==> config.mk <==
export PLATFORM = sky130hd
export DESIGN_NAME = flit_replay_timeout_ctrl
export DESIGN_NICKNAME = d
export VERILOG_FILES = /design/src/rtl/flit_replay_timeout_ctrl.sv
export SDC_FILE = /design/constraint.sdc
export NUM_CORES = 1
export LEC_CHECK = 0
export ABC_AREA = 0
export CORE_MARGIN = 2
export CORE_UTILIZATION = 40
export CTS_BUF_LIST = sky130_fd_sc_hd__clkbuf_16
export DETAILED_ROUTE_END_ITERATION = 6
export PLACE_DENSITY = 0.8
export SLEW_MARGIN = 15
export SYNTH_ARGS = -nofsm -noshare
export SYNTH_HDL_FRONTEND = slang
export SYNTH_SLANG_ARGS = --single-unit
==> constraint.sdc <==
create_clock -name clk -period 2.04 [get_ports clk]
set_input_delay 0.204 -clock clk [delete_from_list [all_inputs] [get_ports clk]]
set_output_delay 0.204 -clock clk [all_outputs]
set_load 0.05 [all_outputs]
==> src/rtl/flit_replay_timeout_ctrl.sv <==
// Flit-mode TX replay scheduler: detects replay timeout or NAK, requests replays from the retry
// buffer, tracks REPLAY_NUM and escalates to link retrain when REPLAY_NUM rolls over.
module flit_replay_timeout_ctrl #(
  parameter int unsigned CNT_W  = 11,
  parameter int unsigned RNUM_W = 2
) (
  input  logic              clk,
  input  logic              rst_n,
  input  logic [CNT_W-1:0]  replay_timeout_flit_count,
  input  logic [CNT_W-1:0]  cfg_timeout_limit,
  input  logic              ack_progress,
  input  logic              nak,
  input  logic              tx_retry_buffer_not_empty,
  input  logic              replay_done,
  input  logic              retrain_done,
  output logic              replay_req,
  output logic              retrain_req,
  output logic              timer_hold,
  output logic [RNUM_W-1:0] replay_num,
  output logic              timeout_event,
  output logic              replay_cause_nak
);

  typedef enum logic [1:0] {
    StIdle,
    StReplay,
    StRetrain
  } state_e;

  localparam logic [RNUM_W-1:0] RNumMax = {RNUM_W{1'b1}};

  state_e            state_q, state_d;
  logic              replay_req_q, replay_req_d;
  logic              retrain_req_q, retrain_req_d;
  logic              timer_hold_q, timer_hold_d;
  logic [RNUM_W-1:0] replay_num_q, replay_num_d;
  logic              timeout_event_q, timeout_event_d;
  logic              cause_nak_q, cause_nak_d;

  logic              to_hit;
  logic              trig;
  logic [RNUM_W-1:0] eff_num;

  assign to_hit  = (cfg_timeout_limit != '0) &&
                   (replay_timeout_flit_count >= cfg_timeout_limit) &&
                   tx_retry_buffer_not_empty;
  assign trig    = to_hit || (nak && tx_retry_buffer_not_empty);
  // A same-cycle Ack restarts the replay sequence before this trigger counts.
  assign eff_num = ack_progress ? '0 : replay_num_q;

  always_comb begin
    state_d         = state_q;
    replay_req_d    = replay_req_q;
    retrain_req_d   = retrain_req_q;
    timer_hold_d    = timer_hold_q;
    replay_num_d    = replay_num_q;
    timeout_event_d = 1'b0;
    cause_nak_d     = cause_nak_q;

    unique case (state_q)
      StIdle: begin
        if (ack_progress && !nak) begin
          replay_num_d = '0;
        end else if (trig) begin
          if (eff_num == RNumMax) begin
            replay_num_d  = '0;
            retrain_req_d = 1'b1;
            state_d       = StRetrain;
          end else begin
            replay_num_d = eff_num + RNUM_W'(1);
            replay_req_d = 1'b1;
            state_d      = StReplay;
          end
          timer_hold_d    = 1'b1;
          cause_nak_d     = nak;
          timeout_event_d = !nak;
        end
      end
      StReplay: begin
        if (ack_progress) begin
          replay_num_d = '0;
        end
        if (replay_done) begin
          replay_req_d = 1'b0;
          timer_hold_d = 1'b0;
          state_d      = StIdle;
        end
      end
      StRetrain: begin
        // Replay after retrain is not counted and is not a timeout event.
        if (retrain_done) begin
          retrain_req_d = 1'b0;
          replay_req_d  = 1'b1;
          state_d       = StReplay;
        end
      end
      default: begin
        state_d       = StIdle;
        replay_req_d  = 1'b0;
        retrain_req_d = 1'b0;
        timer_hold_d  = 1'b0;
      end
    endcase
  end

  always_ff @(posedge clk) begin
    if (!rst_n) begin
      state_q         <= StIdle;
      replay_req_q    <= 1'b0;
      retrain_req_q   <= 1'b0;
      timer_hold_q    <= 1'b0;
      replay_num_q    <= '0;
      timeout_event_q <= 1'b0;
      cause_nak_q     <= 1'b0;
    end else begin
      state_q         <= state_d;
      replay_req_q    <= replay_req_d;
      retrain_req_q   <= retrain_req_d;
      timer_hold_q    <= timer_hold_d;
      replay_num_q    <= replay_num_d;
      timeout_event_q <= timeout_event_d;
      cause_nak_q     <= cause_nak_d;
    end
  end

  assign replay_req       = replay_req_q;
  assign retrain_req      = retrain_req_q;
  assign timer_hold       = timer_hold_q;
  assign replay_num       = replay_num_q;
  assign timeout_event    = timeout_event_q;
  assign replay_cause_nak = cause_nak_q;

endmodule

==> run_results.csv <==
group,metric,value,unit
finish,antenna_cells,0,
logic_synthesis,post_synth_inst_count,102,
logic_synthesis,ys_warn_count,0,
cts,cts_buffers,3,
finish,fin_area,1346,µm²
timing,clock_skew,1.465,ps
timing,finalCritPeriodShare,0.9617,
timing,max_freq,0.5097,GHz
run_status,status,"completed",
finish,seqCellArea,180.2,µm²
setup_path,slowest_delay,420,ps
placement,place_congestion,0.7723,
setup_path,worstPathCellList,"clkdlybuf4s50_1 -> ha_1 -> a21o_1 -> a221oi_2 -> o211ai_1 -> buf_4 -> a21boi_4 -> a211oi_1",
power,power.share.combinational,0.336,
logic_synthesis,synth_seq_area_share,0.2195,
power,switching_share,0.2880,
logic_synthesis,ys_types,34,
floorplan,ios,36,
logic_synthesis,syn_avg_cell_area,8.047,µm²
setup_path,setup.worst_path.end_class,"flop",
placement,place_hpwl,1.754,mm
power,ir_drop,433.0,µV
setup_path,critPathKind,"input port to flop",
finish,multi_input_area,608.1,µm²
timing,tightest_slew,493.7,ps
floorplan,die_y,49.30,µm
logic_synthesis,syn_area,820.8,µm²
power,power,821.0,µW
routing,ant_nets,0,
setup_path,cp_max_fo,7,
finish,nets,186,
floorplan,dieArea,2430,µm²
setup_path,critical-path-slowest-cell,"clkdlybuf4s50_1",
placement,placedCellCount,166,
global_routing,grt_pass1_vias,882,
setup_path,arrival,2060,ps
logic_synthesis,ys_seq_elements,9,
cts,htreeDepth,1,
cts,cts-hold-fix-buffers,0,
cts,path_clk_slew,40,ps
setup_path,cp.required,2140,ps
cts,clkLatencyLatePin,240,ps
setup_path,reg2reg_slack,490,ps
floorplan,start_util,0.4227,
placement,dp_slack,-218.6,ps
routing,drt_iter0_markers,6,
setup_path,worst_setup_path_start_kind,"input port",
timing,fin_crit,1962,ps
floorplan,die_w,49.30,µm
timing,setup_slack,78.05,ps
power,clockPowerShare,0.416,
global_routing,grt-ovfl-total,0,
finish,drive_above_1_share,0.1181,
cts,cts_buffer_depth,2,
timing,finalHoldViolations,0,
finish,finalCoreUtilization,0.6933,
min_path,hold_path_class,"flop to flop",
power,power.leakage,0.6095,nW
routing,via_per_inst,5.444,
cts,cts_sinks,9,
routing,vias,931,
global_routing,grt_pass1_wl,3.353,mm
floorplan,coreArea,1942,µm²
timing,maxSlewHeadroom,0.6698,
global_routing,antenna_found_initial,0,
power,seqPwrFrac,0.248,
floorplan,rows,16,
power,switchingPower,236.4,µW
finish,synthToLayoutAreaGrowth,64.02,%
global_routing,grtUsageTotal,0.1794,
setup_path,path_buf_inv,2,
cts,tritoncts,"yes",
finish,fill_cells,167,
setup_path,path_delay_family,"compound AO/OA/AOI/OAI gates",
global_routing,grt_max_degree,12,
timing,setup_violations,0,
placement,dpl_cell_area,1224,µm²
placement,port_buffers,35,
routing,drc,0,
cts,clock-root-buffer,"clkbuf_16",
timing,slew_violations,0,
logic_synthesis,syn_nets,143,
finish,final_cells,171,
timing,finalSetupTns,0,ps
routing,drtPass1Iterations,4,
power,p_per_area,609.9,nW/µm²
flow_run,max_cap_violations,0,
timing,hold_ws,461.6,ps
routing,routedWlPerCell,12.89,µm
power,internal_power,584.6,µW
routing,routed_wirelength,2.204,mm
==> timing repair <==
action | in CTS | in global routing
setup buffers | 0 | 1
gates resized for setup | 0 | 7
setup endpoints to repair | 0 | 9
==> sequential cells by signal, summed over array words and instances, names as in the netlist <==
register          cells
timer_hold            1
timeout_event         1
replay_num            2
replay_cause_nak      1
retrain_req           1
replay_req            1
state_q               2
==> path summary, 6_finish.rpt <==
kind	startpoint	endpoint	cells past startpoint
worst max-delay path	replay_timeout_flit_count[6]	state_q[0]	8
worst min-delay path	replay_num[1]	replay_num[1]	2
worst max register to register	replay_num[0]	retrain_req	7
worst min register to register	replay_num[1]	replay_num[1]	2
==> Yosys cell counts <==
cell type / instances / area share
inv_1: 16 / 0.073
ha_1: 12 / 0.18
dfxtp_1: 9 / 0.22
nand2_1: 7 / 0.032
nor2_1: 7 / 0.032
a21oi_1: 6 / 0.037
a211oi_1: 4 / 0.037
nor2b_1: 4 / 0.030
o211ai_1: 4 / 0.037
o21ai_0: 4 / 0.024
a21o_1: 3 / 0.027
nor3_1: 3 / 0.018
a31oi_1: 2 / 0.015
a211oi_2: 1 / 0.015
a21boi_4: 1 / 0.023
a221oi_1: 1 / 0.011
a31o_2: 1 / 0.011
and3_1: 1 / 0.0076
clkbuf_1: 1 / 0.0046
mux2i_1: 1 / 0.012
nand2b_1: 1 / 0.0076
nand3_1: 1 / 0.0061
nor3_2: 1 / 0.012
nor4_1: 1 / 0.0076
o2111ai_1: 1 / 0.011
o21a_1: 1 / 0.0091
o2bb2ai_1: 1 / 0.011
o31a_1: 1 / 0.011
o31ai_1: 1 / 0.0091
o31ai_4: 1 / 0.026
o41ai_1: 1 / 0.011
or3_1: 1 / 0.0076
or4_1: 1 / 0.0091
or4_4: 1 / 0.014
==> power groups by stage <==
stage               registers [mW]  clock network, mW  logic (mW)
finish                       0.204              0.341       0.276
global route                 0.206              0.353       0.297
CTS                          0.204              0.343       0.263
detailed placement           0.206                  0       0.262
global placement             0.206                  0       0.254
floorplan                    0.243                  0       0.106
==> cell type report <==
cell class	count	share of cell area
inverters	16	0.04461
well taps	27	0.02509
clock buffers	3	0.05576
multi-input cells	76	0.4517
clock inverters	1	0.002788
flip-flops and latches	9	0.1338
repair buffers	39	0.2862
==> worst register-to-register path, stage by stage, from the launching register on <==
cell and delay (ps):
dfxtp_1 320, nor2b_1 140, ha_1 190, nor2b_1 170, a21oi_1 220, nor2_1 60, o211ai_1 210, o41ai_2 100
==> layer usage <==
metal / share of wire / up-vias / GRT usage
met4: 0.029 / 0 / 0.1048
met1: 0.36 / 424 / 0.1558
met3: 0.061 / 9 / 0.03681
li1: - / 459 / -
met5: 0 / - / 0
met2: 0.55 / 39 / 0.3649
==> cell usage in the layout, fill, tap and decap left out, drive strengths merged, types with 4 or more instances in the layout <==
| master | synthesis | routed |
|---|---|---|
| a211oi | 5 | 5 |
| a21oi | 6 | 6 |
| buf | 0 | 4 |
| clkdlybuf4s50 | 0 | 33 |
| dfxtp | 9 | 9 |
| ha | 12 | 12 |
| inv | 16 | 17 |
| nand2 | 7 | 7 |
| nor2 | 7 | 7 |
| nor2b | 4 | 4 |
| nor3 | 4 | 4 |
| o211ai | 4 | 4 |
| o21ai | 4 | 4 |
==> cells by family after synthesis <==
kind of cell	Yosys count	share of synthesized area
adder cells (fa/ha/maj)	12	0.1829
AND/OR/NAND/NOR	29	0.1845
AO/OA/AOI/OAI	34	0.3232
buffers and inverters	17	0.07774
flip-flops	9	0.2195
multiplexers	1	0.01220
No activity file was read; power rests on OpenSTA's default activity.
